$ cat config.mk
export PLATFORM = sky130hd
export DESIGN_NAME = ifft_iterative_flat
export DESIGN_NICKNAME = d
export VERILOG_FILES = /design/src/rtl/fft_pkg.sv /design/src/rtl/ifft_iterative_if.sv /design/src/rtl/ifft_butterfly.sv /design/src/rtl/ifft_iterative.sv /design/src/flat_wrapper.sv
export SDC_FILE = /design/constraint.sdc
export NUM_CORES = 2
export LEC_CHECK = 0
export CAP_MARGIN = 20
export CORE_AREA = 4 4 413 415
export DETAILED_ROUTE_END_ITERATION = 10
export DIE_AREA = 0 0 417 419
export GPL_TIMING_DRIVEN = 0
export PLACE_DENSITY = 0.57
export SLEW_MARGIN = 10
export SYNTH_ARGS = -nofsm -noshare
export SYNTH_HDL_FRONTEND = slang
export SYNTH_HIERARCHICAL = 1
export SYNTH_SLANG_ARGS = --single-unit
$ cat constraint.sdc
create_clock -name clk -period 12.55 [get_ports clk]
set_input_delay 1.255 -clock clk [delete_from_list [all_inputs] [get_ports clk]]
set_output_delay 1.255 -clock clk [all_outputs]
set_load 0.01 [all_outputs]
$ cat src/rtl/fft_pkg.sv
// Shared FFT/IFFT constants, sample/state types and the bit-reverse helper.
package fft_pkg;

  localparam int unsigned BUFFER_SIZE      = 8;
  localparam int unsigned SAMPLE_SIZE      = 16;
  localparam int unsigned TWIDDLE_SIZE     = 16;
  localparam int unsigned LOG2_BUFFER_SIZE = $clog2(BUFFER_SIZE);

  typedef struct packed {
    logic signed [SAMPLE_SIZE-1:0] re;
    logic signed [SAMPLE_SIZE-1:0] im;
  } cplx_t;

  typedef enum logic [1:0] {
    LOAD,
    COMPUTE,
    DRAIN
  } ifft_state_t;

  // Reverses the low `bits` bits of k; upper bits of the result are zero.
  function automatic logic [31:0] bitrev(input logic [31:0] k, input int unsigned bits);
    logic [31:0] r;
    r = '0;
    for (int unsigned i = 0; i < 32; i++) begin
      if (i < bits) begin
        r = (r << 1) | ((k >> i) & 32'd1);
      end
    end
    return r;
  endfunction

endpackage

$ cat src/rtl/ifft_iterative_if.sv
// Bin input stream and sample output stream of the iterative IFFT engine.
interface ifft_iterative_if #(
  parameter int unsigned SAMPLE_SIZE = fft_pkg::SAMPLE_SIZE
);

  logic                          in_valid;
  logic                          in_ready;
  logic signed [SAMPLE_SIZE-1:0] in_real;
  logic signed [SAMPLE_SIZE-1:0] in_imag;
  logic                          out_valid;
  logic                          out_ready;
  logic signed [SAMPLE_SIZE-1:0] out_real;
  logic signed [SAMPLE_SIZE-1:0] out_imag;
  logic                          out_last;

  // master: the environment feeding bins and taking samples; slave: the engine.
  modport master (
    output in_valid, in_real, in_imag, out_ready,
    input  in_ready, out_valid, out_real, out_imag, out_last
  );

  modport slave (
    input  in_valid, in_real, in_imag, out_ready,
    output in_ready, out_valid, out_real, out_imag, out_last
  );

endinterface

$ cat src/rtl/ifft_butterfly.sv
// Combinational radix-2 IFFT butterfly: conjugate-twiddle multiply, add/sub, halve, saturate.
// IFFT_ROUND_EN selects round-half-up instead of truncation for the per-stage halving.
module ifft_butterfly #(
  parameter int unsigned SAMPLE_SIZE  = 16,
  parameter int unsigned TWIDDLE_SIZE = 16
) (
  input  logic signed [SAMPLE_SIZE-1:0]  a_re,
  input  logic signed [SAMPLE_SIZE-1:0]  a_im,
  input  logic signed [SAMPLE_SIZE-1:0]  b_re,
  input  logic signed [SAMPLE_SIZE-1:0]  b_im,
  input  logic signed [TWIDDLE_SIZE-1:0] w_re,
  input  logic signed [TWIDDLE_SIZE-1:0] w_im,
  output logic signed [SAMPLE_SIZE-1:0]  a_out_re,
  output logic signed [SAMPLE_SIZE-1:0]  a_out_im,
  output logic signed [SAMPLE_SIZE-1:0]  b_out_re,
  output logic signed [SAMPLE_SIZE-1:0]  b_out_im
);

  localparam int unsigned PW = SAMPLE_SIZE + TWIDDLE_SIZE + 1;
  localparam int unsigned SW = SAMPLE_SIZE + 2;

  localparam logic signed [SW-1:0] SMAX = {3'b000, {(SAMPLE_SIZE - 1){1'b1}}};
  localparam logic signed [SW-1:0] SMIN = {3'b111, {(SAMPLE_SIZE - 1){1'b0}}};

  logic signed [PW-1:0] w_br, w_bi, w_wr, w_wi;
  logic signed [PW-1:0] w_prod_re, w_prod_im;
  logic signed [SW-1:0] w_p_re, w_p_im;
  logic signed [SW-1:0] w_sum_re, w_sum_im, w_dif_re, w_dif_im;

  function automatic logic signed [SAMPLE_SIZE-1:0] scale_sat(input logic signed [SW-1:0] v);
    logic signed [SW-1:0] h;
`ifdef IFFT_ROUND_EN
    h = (v + SW'(1)) >>> 1;
`else
    h = v >>> 1;
`endif
    if (h > SMAX) begin
      h = SMAX;
    end else if (h < SMIN) begin
      h = SMIN;
    end
    return $signed(h[SAMPLE_SIZE-1:0]);
  endfunction

  always_comb begin
    w_br = PW'(b_re);
    w_bi = PW'(b_im);
    w_wr = PW'(w_re);
    w_wi = PW'(w_im);
    // b times conj(w): (wr - j*wi)(br + j*bi)
    w_prod_re = w_wr * w_br + w_wi * w_bi;
    w_prod_im = w_wr * w_bi - w_wi * w_br;
    w_p_re    = SW'(w_prod_re >>> (TWIDDLE_SIZE - 1));
    w_p_im    = SW'(w_prod_im >>> (TWIDDLE_SIZE - 1));
    w_sum_re  = SW'(a_re) + w_p_re;
    w_sum_im  = SW'(a_im) + w_p_im;
    w_dif_re  = SW'(a_re) - w_p_re;
    w_dif_im  = SW'(a_im) - w_p_im;
    a_out_re  = scale_sat(w_sum_re);
    a_out_im  = scale_sat(w_sum_im);
    b_out_re  = scale_sat(w_dif_re);
    b_out_im  = scale_sat(w_dif_im);
  end

endmodule

$ cat src/rtl/ifft_iterative.sv
// Single-buffered in-place radix-2 IFFT: bit-reversed load, one butterfly per cycle, natural drain.
// IFFT_ROUND_EN (in ifft_butterfly) enables round-half-up per-stage scaling.
module ifft_iterative #(
  parameter int unsigned BUFFER_SIZE  = fft_pkg::BUFFER_SIZE,
  parameter int unsigned SAMPLE_SIZE  = fft_pkg::SAMPLE_SIZE,
  parameter int unsigned TWIDDLE_SIZE = fft_pkg::TWIDDLE_SIZE
) (
  input  logic                                    clk,
  input  logic                                    rst,
  input  logic [TWIDDLE_SIZE*BUFFER_SIZE/2-1:0]   twiddles_real,
  input  logic [TWIDDLE_SIZE*BUFFER_SIZE/2-1:0]   twiddles_imag,
  output logic                                    busy,
  ifft_iterative_if.slave                         bus
);

  import fft_pkg::*;

  localparam int unsigned LOG2N = $clog2(BUFFER_SIZE);
  localparam int unsigned AW    = LOG2N;
  localparam int unsigned TWB   = TWIDDLE_SIZE * BUFFER_SIZE / 2;

  ifft_state_t r_state;
  logic [AW-1:0] r_cnt, r_stage, r_bfly;
  logic r_out_valid, r_out_last;
  logic signed [SAMPLE_SIZE-1:0] r_out_re, r_out_im;
  logic signed [SAMPLE_SIZE-1:0] r_mem_re [BUFFER_SIZE];
  logic signed [SAMPLE_SIZE-1:0] r_mem_im [BUFFER_SIZE];

  logic w_load_fire;
  logic [31:0] w_rev32, w_t32, w_s32, w_half32, w_j32, w_a32, w_tw32;
  logic [AW-1:0] w_load_addr, w_a_idx, w_b_idx;
  logic [TWB-1:0] w_tw_re_sh, w_tw_im_sh;
  logic signed [TWIDDLE_SIZE-1:0] w_tw_re, w_tw_im;
  logic signed [SAMPLE_SIZE-1:0] w_a_re, w_a_im, w_b_re, w_b_im;

  assign bus.in_ready  = !rst && (r_state == LOAD);
  assign busy          = !rst && (r_state != LOAD);
  assign bus.out_valid = r_out_valid;
  assign bus.out_last  = r_out_last;
  assign bus.out_real  = r_out_re;
  assign bus.out_imag  = r_out_im;
  assign w_load_fire   = bus.in_valid && bus.in_ready;

  // Stage r_stage (0-based) has half-span 2^r_stage; butterfly t splits into group and offset j.
  always_comb begin
    w_rev32     = bitrev(32'(r_cnt), LOG2N);
    w_load_addr = w_rev32[AW-1:0];
    w_t32       = 32'(r_bfly);
    w_s32       = 32'(r_stage);
    w_half32    = 32'd1 << w_s32;
    w_j32       = w_t32 & (w_half32 - 32'd1);
    w_a32       = ((w_t32 >> w_s32) << (w_s32 + 32'd1)) | w_j32;
    w_a_idx     = w_a32[AW-1:0];
    w_b_idx     = w_a_idx | w_half32[AW-1:0];
    w_tw32      = w_j32 << (32'(LOG2N) - 32'd1 - w_s32);
    w_tw_re_sh  = twiddles_real >> (w_tw32 * TWIDDLE_SIZE);
    w_tw_im_sh  = twiddles_imag >> (w_tw32 * TWIDDLE_SIZE);
    w_tw_re     = w_tw_re_sh[TWIDDLE_SIZE-1:0];
    w_tw_im     = w_tw_im_sh[TWIDDLE_SIZE-1:0];
  end

  ifft_butterfly #(
    .SAMPLE_SIZE  (SAMPLE_SIZE),
    .TWIDDLE_SIZE (TWIDDLE_SIZE)
  ) u_butterfly (
    .a_re     (r_mem_re[w_a_idx]),
    .a_im     (r_mem_im[w_a_idx]),
    .b_re     (r_mem_re[w_b_idx]),
    .b_im     (r_mem_im[w_b_idx]),
    .w_re     (w_tw_re),
    .w_im     (w_tw_im),
    .a_out_re (w_a_re),
    .a_out_im (w_a_im),
    .b_out_re (w_b_re),
    .b_out_im (w_b_im)
  );

  // Sample storage is never cleared; a full load overwrites every location.
  always_ff @(posedge clk) begin
    if (w_load_fire) begin
      r_mem_re[w_load_addr] <= bus.in_real;
      r_mem_im[w_load_addr] <= bus.in_imag;
    end else if (!rst && r_state == COMPUTE) begin
      r_mem_re[w_a_idx] <= w_a_re;
      r_mem_im[w_a_idx] <= w_a_im;
      r_mem_re[w_b_idx] <= w_b_re;
      r_mem_im[w_b_idx] <= w_b_im;
    end
  end

  always_ff @(posedge clk) begin
    if (rst) begin
      r_state     <= LOAD;
      r_cnt       <= '0;
      r_stage     <= '0;
      r_bfly      <= '0;
      r_out_valid <= 1'b0;
      r_out_last  <= 1'b0;
      r_out_re    <= '0;
      r_out_im    <= '0;
    end else begin
      unique case (r_state)
        LOAD: begin
          if (w_load_fire) begin
            if (r_cnt == AW'(BUFFER_SIZE - 1)) begin
              r_cnt   <= '0;
              r_stage <= '0;
              r_bfly  <= '0;
              r_state <= COMPUTE;
            end else begin
              r_cnt <= r_cnt + AW'(1);
            end
          end
        end
        COMPUTE: begin
          if (r_bfly == AW'(BUFFER_SIZE / 2 - 1)) begin
            r_bfly <= '0;
            if (r_stage == AW'(LOG2N - 1)) begin
              r_cnt   <= '0;
              r_state <= DRAIN;
            end else begin
              r_stage <= r_stage + AW'(1);
            end
          end else begin
            r_bfly <= r_bfly + AW'(1);
          end
        end
        DRAIN: begin
          // First DRAIN cycle only primes the output register from address 0.
          if (!r_out_valid) begin
            r_out_valid <= 1'b1;
            r_out_re    <= r_mem_re[r_cnt];
            r_out_im    <= r_mem_im[r_cnt];
            r_out_last  <= (r_cnt == AW'(BUFFER_SIZE - 1));
          end else if (bus.out_ready) begin
            if (r_out_last) begin
              r_out_valid <= 1'b0;
              r_out_last  <= 1'b0;
              r_out_re    <= '0;
              r_out_im    <= '0;
              r_cnt       <= '0;
              r_state     <= LOAD;
            end else begin
              r_cnt      <= r_cnt + AW'(1);
              r_out_re   <= r_mem_re[r_cnt + AW'(1)];
              r_out_im   <= r_mem_im[r_cnt + AW'(1)];
              r_out_last <= ((r_cnt + AW'(1)) == AW'(BUFFER_SIZE - 1));
            end
          end
        end
        default: r_state <= LOAD;
      endcase
    end
  end

endmodule

$ cat src/flat_wrapper.sv
// flat-port wrapper written by rule: the top's interface ports become plain ports
module ifft_iterative_flat import fft_pkg::*;
#(
  parameter int unsigned BUFFER_SIZE  = fft_pkg::BUFFER_SIZE,
  parameter int unsigned SAMPLE_SIZE  = fft_pkg::SAMPLE_SIZE,
  parameter int unsigned TWIDDLE_SIZE = fft_pkg::TWIDDLE_SIZE
)
  (clk, rst, twiddles_real, twiddles_imag, busy, bus_in_valid, bus_in_real, bus_in_imag, bus_out_ready, bus_in_ready, bus_out_valid, bus_out_real, bus_out_imag, bus_out_last);
  ifft_iterative_if #(.SAMPLE_SIZE(SAMPLE_SIZE)) bus_i ();
  input  logic clk;
  input  logic rst;
  input  logic [TWIDDLE_SIZE*BUFFER_SIZE/2-1:0] twiddles_real;
  input  logic [TWIDDLE_SIZE*BUFFER_SIZE/2-1:0] twiddles_imag;
  output logic busy;
  input wire logic [$bits(bus_i.in_valid)-1:0] bus_in_valid;
  input wire logic [$bits(bus_i.in_real)-1:0] bus_in_real;
  input wire logic [$bits(bus_i.in_imag)-1:0] bus_in_imag;
  input wire logic [$bits(bus_i.out_ready)-1:0] bus_out_ready;
  output wire logic [$bits(bus_i.in_ready)-1:0] bus_in_ready;
  output wire logic [$bits(bus_i.out_valid)-1:0] bus_out_valid;
  output wire logic [$bits(bus_i.out_real)-1:0] bus_out_real;
  output wire logic [$bits(bus_i.out_imag)-1:0] bus_out_imag;
  output wire logic [$bits(bus_i.out_last)-1:0] bus_out_last;
  assign bus_i.in_valid = bus_in_valid;
  assign bus_i.in_real = bus_in_real;
  assign bus_i.in_imag = bus_in_imag;
  assign bus_i.out_ready = bus_out_ready;
  assign bus_in_ready = bus_i.in_ready;
  assign bus_out_valid = bus_i.out_valid;
  assign bus_out_real = bus_i.out_real;
  assign bus_out_imag = bus_i.out_imag;
  assign bus_out_last = bus_i.out_last;
  ifft_iterative #(.BUFFER_SIZE(BUFFER_SIZE), .SAMPLE_SIZE(SAMPLE_SIZE), .TWIDDLE_SIZE(TWIDDLE_SIZE)) u_core (.clk(clk), .rst(rst), .twiddles_real(twiddles_real), .twiddles_imag(twiddles_imag), .busy(busy), .bus(bus_i));
endmodule
=== Word-level counts from Yosys, hierarchy flattened ===
Memory sizes are Yosys's and may differ from the RTL's. A register that Yosys moved wholly into a read port is not among the register bits.
Index checks and enable logic that the tools add are counted.

* Output and inout port bits: 36
* Bits in writable memories: 256
* Flip-flop bits (word level): 45
* Memories kept: 2
* Word-level logic and storage cells: 134

{| class="wikitable"
|+ Memory list
! name !! depth !! bits a word !! read ports !! clocked after Yosys merged registers in !! wr ports !! line !! RTL
|-
| u_core.r_mem_im || 8 || 16 || 4 || 1 || 2 || ifft_iterative.sv:27 || <nowiki>logic signed [SAMPLE_SIZE-1:0] r_mem_im [BUFFER_SIZE];</nowiki>
|-
| u_core.r_mem_re || 8 || 16 || 4 || 1 || 2 || ifft_iterative.sv:26 || <nowiki>logic signed [SAMPLE_SIZE-1:0] r_mem_re [BUFFER_SIZE];</nowiki>
|}

* Reductions and logical operators: 16
* Shifts and indexed selects: 6
* Multiply operators: 4
* $lt $le $gt $ge: 8
* Equal/unequal tests: 15
* Bitwise operators: 5
* Mux-type cells: 58
* Add/sub/neg operators: 12

{| class="wikitable"
|+ Operator list
! cell !! count
|-
| 2-to-1 mux 16 bit || 16
|-
| multiplier 16 x 16 -> 32 bit || 4
|-
| >> shifter 64 x 32 -> 16 bit || 2
|-
| > comparator 17 x 16 -> 1 bit, second input constant || 4
|-
| less-than comparator 17 x 16 -> 1 bit, second input constant || 4
|-
| 2-to-1 mux 3 bit || 18
|-
| adder 16 x 18 -> 18 bit || 2
|-
| subtractor 16 x 18 -> 18 bit || 2
|-
| adder 32 x 32 -> 33 bit || 1
|-
| subtractor 32 x 32 -> 33 bit || 1
|-
| AND 3 x 32 -> 32 bit || 1
|-
| OR reduction 16 bit || 2
|-
| << shifter 1 x 3 -> 32 bit, first input constant || 1
|-
| << shifter 32 x 32 -> 28 bit || 1
|-
| << shifter 32 x 32 -> 3 bit || 1
|-
| >> shifter 3 x 3 -> 32 bit || 1
|-
| subtractor 32 x 1 -> 32 bit, second input constant || 1
|-
| 2-to-1 mux 2 bit || 7
|-
| 2-to-1 mux 1 bit || 13
|-
| != test 2 bit, second input constant || 6
|-
| one-hot mux 3 bit (2 select lines) || 2
|-
| adder 3 x 1 -> 3 bit, second input constant || 3
|-
| one-hot mux 3 bit (3 select lines) || 1
|-
| AND reduction 7 bit || 1
|-
| other kinds (20) || 29
|}

=== Depth between registers and ports, before layout ===
An unclocked memory read counts as a cell.

* Depth after elaboration: 13
* Gate-level depth with buffers: 55
* Gate-level depth less buffers: 49

=== Modules after synthesis ===
The synthesis kept the hierarchy.

{| class="wikitable"
|+ By module, submodules not included
! module !! cells an instance !! instances !! area each (µm²)
|-
| ifft_butterfly || 4732 || 1 || 43740.7
|-
| ifft_iterative || 2071 || 1 || 22753.1
|}

=== Worst setup path after synthesis ===
Ideal clock, no wire load.

* Kind: reg-to-reg
* Start point: reg u_core.r_stage[0]
* End point: mem u_core.r_mem_im[1][14] (data pin)
* Required time: 12.290 ns
* Path slack: 0.211 ns
* Period minus slack after synthesis: 12.339 ns
* Data arrival time: 12.080 ns
* Cell stages (with the launch flop): 49
* Path buffers: 5
* Cells stage by stage: dfxtp_1 > buf_2 > inv_1 > ha_1 > nor3b_1 > a211oi_2 > clkbuf_1 > clkbuf_1 > nand2_1 > a21oi_1 > a311oi_1 > mux2i_1 > clkbuf_1 > nand2_1 > inv_1 > fa_1 > inv_1 > fa_1 > [... 13 more ...] > a21oi_1 > nor2b_1 > nor2_1 > nor2b_1 > nor2_1 > xnor2_1 > ha_1 > or4_1 > nor2_1 > a211oi_1 > o21ai_0 > a31oi_2 > a21oi_2 > a211oi_2 > xnor2_2 > buf_6 > maj3_2 > mux2_2

{| class="wikitable"
|+ RTL lines
! element !! line !! RTL
|-
| start, declared || ifft_iterative.sv:23 || <nowiki>logic [AW-1:0] r_cnt, r_stage, r_bfly;</nowiki>
|-
| start signal, assigned || ifft_iterative.sv:122 || <nowiki>r_stage <= r_stage + AW'(1);</nowiki>
|-
| end, declared || ifft_iterative.sv:27 ||
|}

==> results.sh <==
export IMPL_holdBufCountCts=0
export IMPL_rsz0062_at_grt="true"
export IMPL_critPathRequiredTime_ns=12.88
export IMPL_cts_buffers=36
export IMPL_cts_root_buf="clkbuf_16"
export IMPL_syn_area_per_cell_um2=9.774
export IMPL_yosysMostFrequentCell="inv_1"
export IMPL_gp_congestion=1.034
export IMPL_n_fill_cell=15570
export IMPL_clockBufferDepth=3
export IMPL_clock_latency_ns=0.60
export IMPL_synthTopCellsByArea="fa_1 35%, edfxtp_1 12%, inv_1 7.5%, ha_1 7.3%, mux4_2 5.4%"
export IMPL_grt_overflow_total=0
export IMPL_grt_pass1_wl_mm=402.6
export IMPL_maxCapViolCount=0
export IMPL_drive_gt1_share_pct=19.60
export IMPL_drtIter0Drc=6713
export IMPL_seq_area_um2=8653
export IMPL_clock_sinks=304
export IMPL_vias=55200
export IMPL_cts_tree="done"
export IMPL_path_class="flop to flop"
export IMPL_die_x_um=417
export IMPL_post_synth_top_area_fraction_pct=35.41
export IMPL_yosysWarnings=6
export IMPL_crit_slowest_cell="clkbuf_1"
export IMPL_via_per_inst=5.790
export IMPL_critical_path_arrival_ns=13.09
export IMPL_finalCritPeriodShare_pct=101.7
export IMPL_period_needed_ns=12.77
export IMPL_synthArstFlopShare_pct=0
export IMPL_ant_nets=0
export IMPL_crit_top_cell="fa_1"
export IMPL_worstMarginPinSlew_ns=1.304
export IMPL_clkTransAtPathRegs_ns=0.06
export IMPL_wl_mm=281.4
export IMPL_synth_area_leader_cell="fa_1"
export IMPL_syn_nets=8533
export IMPL_netlist_instances=6803
export IMPL_skew_ns=0.03824
export IMPL_drv_slew=0
export IMPL_critPathCaptureType="flop"
export IMPL_dp_worst_setup_slack_ns=-4.067
export IMPL_synth_seq_area_share_pct=13.01
export IMPL_hpwl_mm=220.6
export IMPL_worstSetupStartpointType="flop"
export IMPL_slowest_delay_ns=0.68
export IMPL_grt_antenna_before_repair=25
export IMPL_ys_seq_elements=304
export IMPL_nNetsFinal=9016
export IMPL_slew_headroom_pct=13.06
export IMPL_holdCritPathClass="flop to flop"
export IMPL_violations="negative setup slack"
export IMPL_syn_area_um2=66490
export IMPL_core_area_um2=166700
export IMPL_die_y_um=419
export IMPL_ios=200
export IMPL_drc_errors=0
export IMPL_grt_max_degree=19
export IMPL_max_freq_mhz=78.33
export IMPL_grt_pass1_vias=56330
export IMPL_synth_distinct_cells=90
export IMPL_fin_ws_ns=-0.2161
export IMPL_dr_pass1_iters=6
export IMPL_grt_util_all_layers_pct=32.04
export IMPL_syn_to_final_growth_pct=20.00
export IMPL_rows=150
export IMPL_ys_flop_type="edfxtp_1"
export IMPL_synth_common_cells="1336 x inv_1, 1176 x fa_1, 901 x nand2_1, 520 x and2_1, 390 x ha_1"
export IMPL_finalHoldViolCount=0
export IMPL_start_util_pct=39.90
export IMPL_synth_edf_count=256
export IMPL_status="finished, violations left"
export IMPL_die_area_um2=174700
export IMPL_setup_viol=176
export IMPL_avgRoutedWirePerCell_um=29.52
export IMPL_htreeDepth=2
export IMPL_multi_input_area_um2=53470
export IMPL_port_buffers=199
export IMPL_cp_max_fo=10
## cells in the final DEF (no fill, tap or decap), drive strengths merged, types with 8 or more instances in the layout
cell	synthesis	layout
edfxtp	256	256
maj3	60	60
diode	0	18
clkdlybuf4s50	0	199
a32oi	33	33
a31oi	12	12
clkbuf	312	271
clkinv	1	8
a311oi	66	66
mux2	256	256
dfxtp	48	48
nor2	150	150
o221ai	33	33
ha	390	390
nand4	10	10
a21oi	153	153
buf	92	422
mux2i	134	134
nor4	10	10
nand3	82	82
clkinvlp	0	9
and2	520	520
nor2b	51	51
mux4	160	160
o21bai	18	18
o31ai	10	10
nor3	16	16
or3	8	8
fa	1176	1176
xnor2	105	105
nand2	902	902
o21ai	83	83
a211oi	19	19
xor2	35	35
a21o	21	21
inv	1336	1336
nand2b	57	57
o21a	20	20
and3	107	107
## sequential cells by signal, summed over array words and instances, names as in the netlist, named ones only
name and flops:
u_core/bus.out_imag 16, u_core/bus.out_last 1, u_core/bus.out_real 16, u_core/bus.out_valid 1, u_core/r_bfly 3, u_core/r_cnt 3
u_core/r_mem_im 128, u_core/r_mem_re 128, u_core/r_stage 3, u_core/r_state 2
## cells by family (layout without fill, tap and decap cells)
logic type | Yosys count | in the layout | synth area share, %
xor gates and xnor gates | 140 | 140 | 1.917
DFF | 304 | 304 | 13.01
muxes | 550 | 550 | 11.77
AOI/OAI and AO/OA | 510 | 510 | 5.393
and+or+nand+nor | 1932 | 1932 | 14.17
buffers and inverters | 1741 | 2250 | 10.06
adders and majority gates | 1626 | 1626 | 43.68
other | 0 | 18 | 0
## metrics by stage
| stage | instances | TNS, ns | hold WS (ns) | utilization (%) | instance area [um^2] |
|---|---|---|---|---|---|
| floorplan | 6803 | 0 | 0.4753 | - | 66490 |
| global placement | 9206 | -1270.45 | 0.4940 | 42.75 | 71240 |
| detailed placement | 9259 | -943.91 | 0.5028 | 43.39 | 72320 |
| CTS | 9425 | -20.80 | 0.5202 | 46.59 | 77650 |
| global route | 9523 | -86.93 | 0.5424 | 47.86 | 79760 |
| finish | 9534 | -13.60 | 0.5138 | 47.88 | 79790 |
## layout make-up
| cell class | instances | area share (%) |
|---|---|---|
| tap | 2204 | 3.456 |
| inverter | 1337 | 6.316 |
| multi-input combinational | 4758 | 67.01 |
| buffer | 392 | 4.706 |
| clock buffer | 46 | 1.229 |
| clock inverter | 18 | 0.2321 |
| antenna | 18 | 0.05645 |
| sequential | 304 | 10.84 |
| timing repair buffer | 457 | 6.147 |
## per-layer routing
metal	GRT usage [%]	up-vias	wire [um]
li1	-	22510	-
met1	41.87	28240	107200
met2	47.11	3581	118900
met3	10.61	859	35360
met4	17.24	14	19870
met5	0	-	87
## critical path, delay by kind of cell, from the launching register on
family / cells / cell delay (ns)
xor gates and xnor gates: 2 / 0.29
adders and majority gates: 12 / 5.21
muxes: 2 / 0.73
DFF: 1 / 0.35
AOI/OAI and AO/OA: 13 / 2.55
buffers and inverters: 11 / 1.97
and+or+nand+nor: 6 / 1.39
## worst paths after layout
| path | from | endpoint | slack, ns | cells past startpoint |
|---|---|---|---|---|
| worst max-delay path | u_core/r_stage[0] | u_core/r_mem_re[4][14] | -0.22 | 46 |
| worst min-delay path | u_core/bus.out_real[6] | u_core/bus.out_real[6] | 0.51 | 2 |
| worst max register to register | u_core/r_stage[0] | u_core/r_mem_re[4][14] | -0.22 | 46 |
| worst min register to register | u_core/bus.out_real[6] | u_core/bus.out_real[6] | 0.51 | 2 |
## repair_timing
item	4_1_cts	5_1_grt
gates resized for setup	863	398
setup endpoints to repair	256	256
buffers inserted	99	90
pin swaps	63	153
gates cloned	8	6
Power is left out: the tool's default activity adds up to more than one toggle a clock period on the data nets, which glitch-free logic cannot reach.
